`src/rtl/div_unit.sv`:
```
// ---------------------------------------------------------------------------
// div_unit - iterative radix-2 restoring divider for MIPS DIV / DIVU (EX stage)
//
// Produces the quotient (to LO) and remainder (to HI). The pipeline stalls on
// busy and picks up the result when done pulses.
//
// Optional feature macro: DIV_CANCEL_EN (adds the cancel flush input).
//
// Ports:
//   clk        in   1      rising-edge clock
//   resetn     in   1      asynchronous active-low reset
//   start      in   1      request a division; sampled only in IDLE
//   signed_op  in   1      1 = DIV (two's complement), 0 = DIVU
//   dividend   in   WIDTH  rs operand, sampled with start
//   divisor    in   WIDTH  rt operand, sampled with start
//   cancel     in   1      flush request (DIV_CANCEL_EN builds only)
//   busy       out  1      high while the FSM is not IDLE
//   done       out  1      one-cycle pulse, results valid
//   quotient   out  WIDTH  to LO
//   remainder  out  WIDTH  to HI
//   div_zero   out  1      divisor was zero; valid with done
//   dbg_state  out  2      current FSM state (IDLE=0, CALC=1, FIX=2, DONE=3)
//
// Handshake: start is accepted only on an edge where the FSM is IDLE; a start
// seen while busy is ignored. Results are valid in the single cycle done is
// high and then hold until the next FIX cycle updates them.
// Timing: start sampled on edge E0, WIDTH CALC edges, one FIX edge, so done
// is high in the (WIDTH+2)-th cycle counting the start cycle as cycle 1.
// ---------------------------------------------------------------------------
module div_unit #(
    parameter int WIDTH = 32
) (
    input  logic             clk,
    input  logic             resetn,
    input  logic             start,
    input  logic             signed_op,
    input  logic [WIDTH-1:0] dividend,
    input  logic [WIDTH-1:0] divisor,
`ifdef DIV_CANCEL_EN
    input  logic             cancel,
`endif
    output logic             busy,
    output logic             done,
    output logic [WIDTH-1:0] quotient,
    output logic [WIDTH-1:0] remainder,
    output logic             div_zero,
    output logic [1:0]       dbg_state
);

    localparam int CW = $clog2(WIDTH);
    localparam logic [CW-1:0] LAST_ITER = CW'(WIDTH - 1);

    typedef enum logic [1:0] {
        IDLE = 2'd0,
        CALC = 2'd1,
        FIX  = 2'd2,
        DONE = 2'd3
    } state_t;

    state_t           state_q, state_d;
    logic [CW-1:0]    cnt_q, cnt_d;
    logic [WIDTH:0]   rem_q, rem_d;        // partial remainder, one guard bit
    logic [WIDTH-1:0] quo_q, quo_d;        // |dividend| shifts out, quotient bits shift in
    logic [WIDTH-1:0] dvsr_q, dvsr_d;      // |divisor|
    logic [WIDTH-1:0] dvd_raw_q, dvd_raw_d; // unmodified dividend for the divide-by-zero result
    logic             neg_quo_q, neg_quo_d;
    logic             neg_rem_q, neg_rem_d;
    logic [WIDTH-1:0] quotient_q, quotient_d;
    logic [WIDTH-1:0] remainder_q, remainder_d;
    logic             div_zero_q, div_zero_d;

    logic [WIDTH:0]   rem_shift;
    logic [WIDTH:0]   diff;

    always_comb begin
        state_d     = state_q;
        cnt_d       = cnt_q;
        rem_d       = rem_q;
        quo_d       = quo_q;
        dvsr_d      = dvsr_q;
        dvd_raw_d   = dvd_raw_q;
        neg_quo_d   = neg_quo_q;
        neg_rem_d   = neg_rem_q;
        quotient_d  = quotient_q;
        remainder_d = remainder_q;
        div_zero_d  = div_zero_q;

        // Bring down the next dividend bit and try subtracting the divisor;
        // a clear guard bit means the trial subtraction did not go negative.
        rem_shift = {rem_q[WIDTH-1:0], quo_q[WIDTH-1]};
        diff      = rem_shift - {1'b0, dvsr_q};

        case (state_q)
            IDLE: begin
                if (start) begin
                    state_d   = CALC;
                    cnt_d     = '0;
                    rem_d     = '0;
                    quo_d     = (signed_op && dividend[WIDTH-1]) ? -dividend : dividend;
                    dvsr_d    = (signed_op && divisor[WIDTH-1])  ? -divisor  : divisor;
                    dvd_raw_d = dividend;
                    neg_quo_d = signed_op & (dividend[WIDTH-1] ^ divisor[WIDTH-1]);
                    neg_rem_d = signed_op & dividend[WIDTH-1];
                end
            end
            CALC: begin
                if (!diff[WIDTH]) begin
                    rem_d = diff;
                    quo_d = {quo_q[WIDTH-2:0], 1'b1};
                end else begin
                    rem_d = rem_shift;
                    quo_d = {quo_q[WIDTH-2:0], 1'b0};
                end
                cnt_d = cnt_q + 1'b1;
                if (cnt_q == LAST_ITER) begin
                    state_d = FIX;
                    cnt_d   = '0;
                end
            end
            FIX: begin
                if (dvsr_q == '0) begin
                    // Divide by zero: fixed result, no sign correction.
                    quotient_d  = '1;
                    remainder_d = dvd_raw_q;
                    div_zero_d  = 1'b1;
                end else begin
                    // Negating 0x80000000 wraps to itself, which gives the
                    // required MIN_INT / -1 result without a special case.
                    quotient_d  = neg_quo_q ? -quo_q : quo_q;
                    remainder_d = neg_rem_q ? -rem_q[WIDTH-1:0] : rem_q[WIDTH-1:0];
                    div_zero_d  = 1'b0;
                end
                state_d = DONE;
            end
            DONE: begin
                state_d = IDLE;
            end
            default: begin
                state_d = IDLE;
            end
        endcase

`ifdef DIV_CANCEL_EN
        // A flush abandons the operation and leaves the visible results alone.
        if (cancel && (state_q != IDLE)) begin
            state_d     = IDLE;
            cnt_d       = '0;
            quotient_d  = quotient_q;
            remainder_d = remainder_q;
            div_zero_d  = div_zero_q;
        end
`endif
    end

    always_ff @(posedge clk or negedge resetn) begin
        if (!resetn) begin
            state_q     <= IDLE;
            cnt_q       <= '0;
            rem_q       <= '0;
            quo_q       <= '0;
            dvsr_q      <= '0;
            dvd_raw_q   <= '0;
            neg_quo_q   <= 1'b0;
            neg_rem_q   <= 1'b0;
            quotient_q  <= '0;
            remainder_q <= '0;
            div_zero_q  <= 1'b0;
        end else begin
            state_q     <= state_d;
            cnt_q       <= cnt_d;
            rem_q       <= rem_d;
            quo_q       <= quo_d;
            dvsr_q      <= dvsr_d;
            dvd_raw_q   <= dvd_raw_d;
            neg_quo_q   <= neg_quo_d;
            neg_rem_q   <= neg_rem_d;
            quotient_q  <= quotient_d;
            remainder_q <= remainder_d;
            div_zero_q  <= div_zero_d;
        end
    end

    assign busy      = (state_q != IDLE);
    assign done      = (state_q == DONE);
    assign quotient  = quotient_q;
    assign remainder = remainder_q;
    assign div_zero  = div_zero_q;
    assign dbg_state = state_q;

endmodule

```
`config.mk`:
```
export PLATFORM = sky130hd
export DESIGN_NAME = div_unit
export DESIGN_NICKNAME = d
export VERILOG_FILES = /design/src/rtl/div_unit.sv
export SDC_FILE = /design/constraint.sdc
export NUM_CORES = 1
export LEC_CHECK = 0
export BUFFER_PORTS_ARGS = -buffer_cell sky130_fd_sc_hd__buf_2
export CORE_AREA = 5 5 159 161
export DETAILED_ROUTE_END_ITERATION = 7
export DIE_AREA = 0 0 164 166
export PLACE_DENSITY = 0.75
export SLEW_MARGIN = 20
export SYNTH_ARGS = -nofsm -noshare
export SYNTH_HDL_FRONTEND = slang
export SYNTH_SLANG_ARGS = --single-unit
```
`constraint.sdc`:
```
create_clock -name clk -period 8.27 [get_ports clk]
set_clock_uncertainty 0.05 [all_clocks]
set_input_delay 0.4135 -clock clk [delete_from_list [all_inputs] [get_ports clk]]
set_output_delay 0.4135 -clock clk [all_outputs]
set_load 0.005 [all_outputs]
```
==> results by group <==
Detailed routing
  – Routed WL: 32.7 mm
  – Initial DRC Count: 756
  – Final ANT Viol Nets: 0
  – Drt drc: 0
  – Vias: 10900
  – Average wire per standard cell: 17.3 um
  – Pre-Repair DR Iteration Count: 5
  – Vias/cell: 5.77

Setup path
  – CP cell instances: inv_1 > ha_1 > fa_1 > nand2b_1 > a21oi_1 > o21ai_0 > o311ai_1 > nand2_1 > o311ai_4 > buf_4 > mux2_2 > o22ai_1
  – Crit end category: flip-flop
  – Worst EP arrival: 4.38 ns
  – Worst stage delay on the critical path: around 0.50 ns
  – Setup crit start kind: flip-flop
  – CP max-delay cell: o311ai_4
  – Crit path kind: flip-flop to flip-flop
  – Max FO, Critical Path: 31
  – Worst EP required: just under 9 ns

CTS
  – Clk sinks: 202
  – H-Tree Depth: 1
  – Maximum clock path buffer count: 3
  – Clock slew at the register clock pins of the worst setup and hold paths: ~0.06 ns
  – Num CTS Buffers: 22
  – CTS tree: done
  – Root buffer cell: clkbuf_16
  – Post-CTS Setup Inserts: 0
  – Skew-Pair Late Insertion Delay: around 0.51 ns

Outcome
  – Outcome: complete, no violations

Logic synthesis
  – Seq cells post-synth: 202
  – Top FF cell, synth: dfrtp_1
  – EDFF count, synth: 0
  – Synthesis Warnings: 0
  – Register area share after synthesis: 39.0%
  – Async SR Flop Fraction: 100%
  – Net count after synthesis: 1575
  – Syn avg cell area: 8.86 sq um
  – Cell taking the most area after synthesis: dfrtp_1
  – Largest cells by area after synthesis: dfrtp_1 39%, o21ai_0 6.9%, nand2_1 5.7%
  – Post-synth top area share: 39.0%
  – Cell count after synthesis: 1464
  – Post-synth cell types: 69
  – Post-Synthesis Cell Area: 0.0130 sq mm

Placed design
  – Port bufs: between 100 and 150
  – HPWL Detailed: 24.3 mm
  – GPL Wtd Cong: a little over 0.9
  – Inst Count DP: 1854

Finish
  – Area added between synthesis and finish: 12.7%
  – Most common cell after layout, fill and taps aside: dfrtp_1
  – Non-Filler Instances: 1893
  – Fin util: 61.3%
  – Share of layout cells above drive strength 1: 17.0%
  – # diodes: 0
  – Commonest non-fill, non-tap cells in the layout: 202 x dfrtp_1, 197 x nand2_1, 178 x o21ai_0
  – Final net count: 1666

Power
  – Pwr per Cell Area: 446 mW/mm^2
  – Design Power: 6.52 mW
  – Leak Pwr: 6.40 nW
  – Peak supply drop: 198 uV

Timing
  – Worst-Margin Slew: around 1.1 ns
  – Setup Viol. Count Final: 0
  – RSZ-0062 raised after global routing: no
  – TNS Setup: 0 ns
  – Pins Over Slew Limit: 0
  – Peak Freq: 249 MHz
  – Final Hold Viols: 0
  – Worst slew margin: 27.7%
  – Final worst path period share: 48.5%
  – Fin crit period: ~4 ns

GRT
  – Vias in the first global route: 10500
  – Total track usage: a little under a quarter
  – Initial antenna violation count: 0
  – Largest net degree at the start of global routing: 107
  – Grt ovf: 0
  – First-pass GRT wire length: ~54 mm

Floorplan
  – # rows: 57
  – Die width: 164 um
  – Die ar.: 0.0272 sq mm
  – Die height: 166 um
  – Initial Utilization: 54.4%
  – # IOs: 137
  – Core ar.: approximately 0.024 sq mm

Job
  – Max-cap viol count: 0

Hold path
  – Worst min path class: primary input to flip-flop
synthesized netlist by cell type, types with 24 or more instances:
master    instances
a21oi_1          91
clkbuf_1         65
dfrtp_1         202
ha_1             42
inv_1            51
mux2_2           65
mux2i_1          24
nand2_1         198
nor2_1           81
nor3_1           25
o21ai_0         178
o22a_1           28
xnor2_1          59
xor2_1           78
report_power, final:
part	switching, mW	internal, mW	total (mW)
Sequential	0.475	1.46	1.94
Clock	0.393	0.634	1.03
Combinational	2.00	1.56	3.55
Total	2.87	3.65	6.52
cells by family after synthesis:
group / share of synthesized area [%]
AND/OR/NAND/NOR: 15.5
flip-flops: 39.0
XOR/XNOR: 9.26
buffers and inverters: 4.16
multiplexers: 7.61
adder cells (fa/ha/maj): 4.21
AO/OA/AOI/OAI: 20.3
per-layer routing:
layer	wire length [um]	vias to the layer above	share of wire (%)	global-route usage, %
met5	0	-	0	0
met2	15600	302	48	39.2
met4	852	0	2.6	6.82
met1	14500	5136	44	32.4
met3	1760	64	5.4	3.28
li1	-	5417	-	-
state kept, by name, indices dropped and copies added, names as in the netlist:
| name | cells |
|---|---|
| dvd_raw_q | 32 |
| dvsr_q | 32 |
| quo_q | 32 |
| quotient | 32 |
| rem_q | 32 |
| remainder | 32 |
| cnt_q | 5 |
| dbg_state | 2 |
| div_zero | 1 |
| neg_quo_q | 1 |
| neg_rem_q | 1 |
stage by stage:
stage / area (sq um) / setup slack [ns] / hold WS [ns]
2_1_floorplan: 13000 / 4.99 / 0.0679
4_1_cts: 14600 / 4.27 / 0.126
3_3_place_gp: 13800 / 4.37 / 0.422
5_1_grt: 14600 / 3.95 / 0.144
3_5_place_dp: 13800 / 4.28 / 0.433
6_report: 14600 / 4.26 / 0.148
worst max-delay path, delay by kind of cell (launching register included):
family                     cells  cell delay [ns]
AOI/OAI and AO/OA              5             1.53
buffers and inverters          2             0.58
and+or+nand+nor                2             0.39
adders and majority gates      2             0.63
DFF                            1             0.32
muxes                          1             0.39
path summary, 6_finish.rpt:
| path | end | from | cells past startpoint | slack, ns |
|---|---|---|---|---|
| worst max-delay path | rem_q[0] | quo_q[31] | 12 | 4.26 |
| worst min-delay path | dvd_raw_q[30] | dividend[30] | 2 | 0.15 |
| worst max register to register | rem_q[0] | quo_q[31] | 12 | 4.26 |
| worst min register to register | quotient[6] | quotient[6] | 1 | 0.44 |
| max in group asynchronous | dvsr_q[7] | resetn | 3 | 6.46 |
| min in group asynchronous | quotient[29] | resetn | 2 | 0.50 |
timing repair:
action / in CTS / in global routing
resized for setup: 0 / 0
endpoints found under the hold margin: 92 / 0
hold buffers: 1 / 0
cell type report:
cell class,count,area (sq um)
clock inverter,7,110
fill,2106,9210
inverter,51,191
sequential,202,5050
multi-input combinational,1131,7430
timing repair buffer,147,774
clock buffer,31,646
tap,324,405
Power figures use the tool's default switching activity.
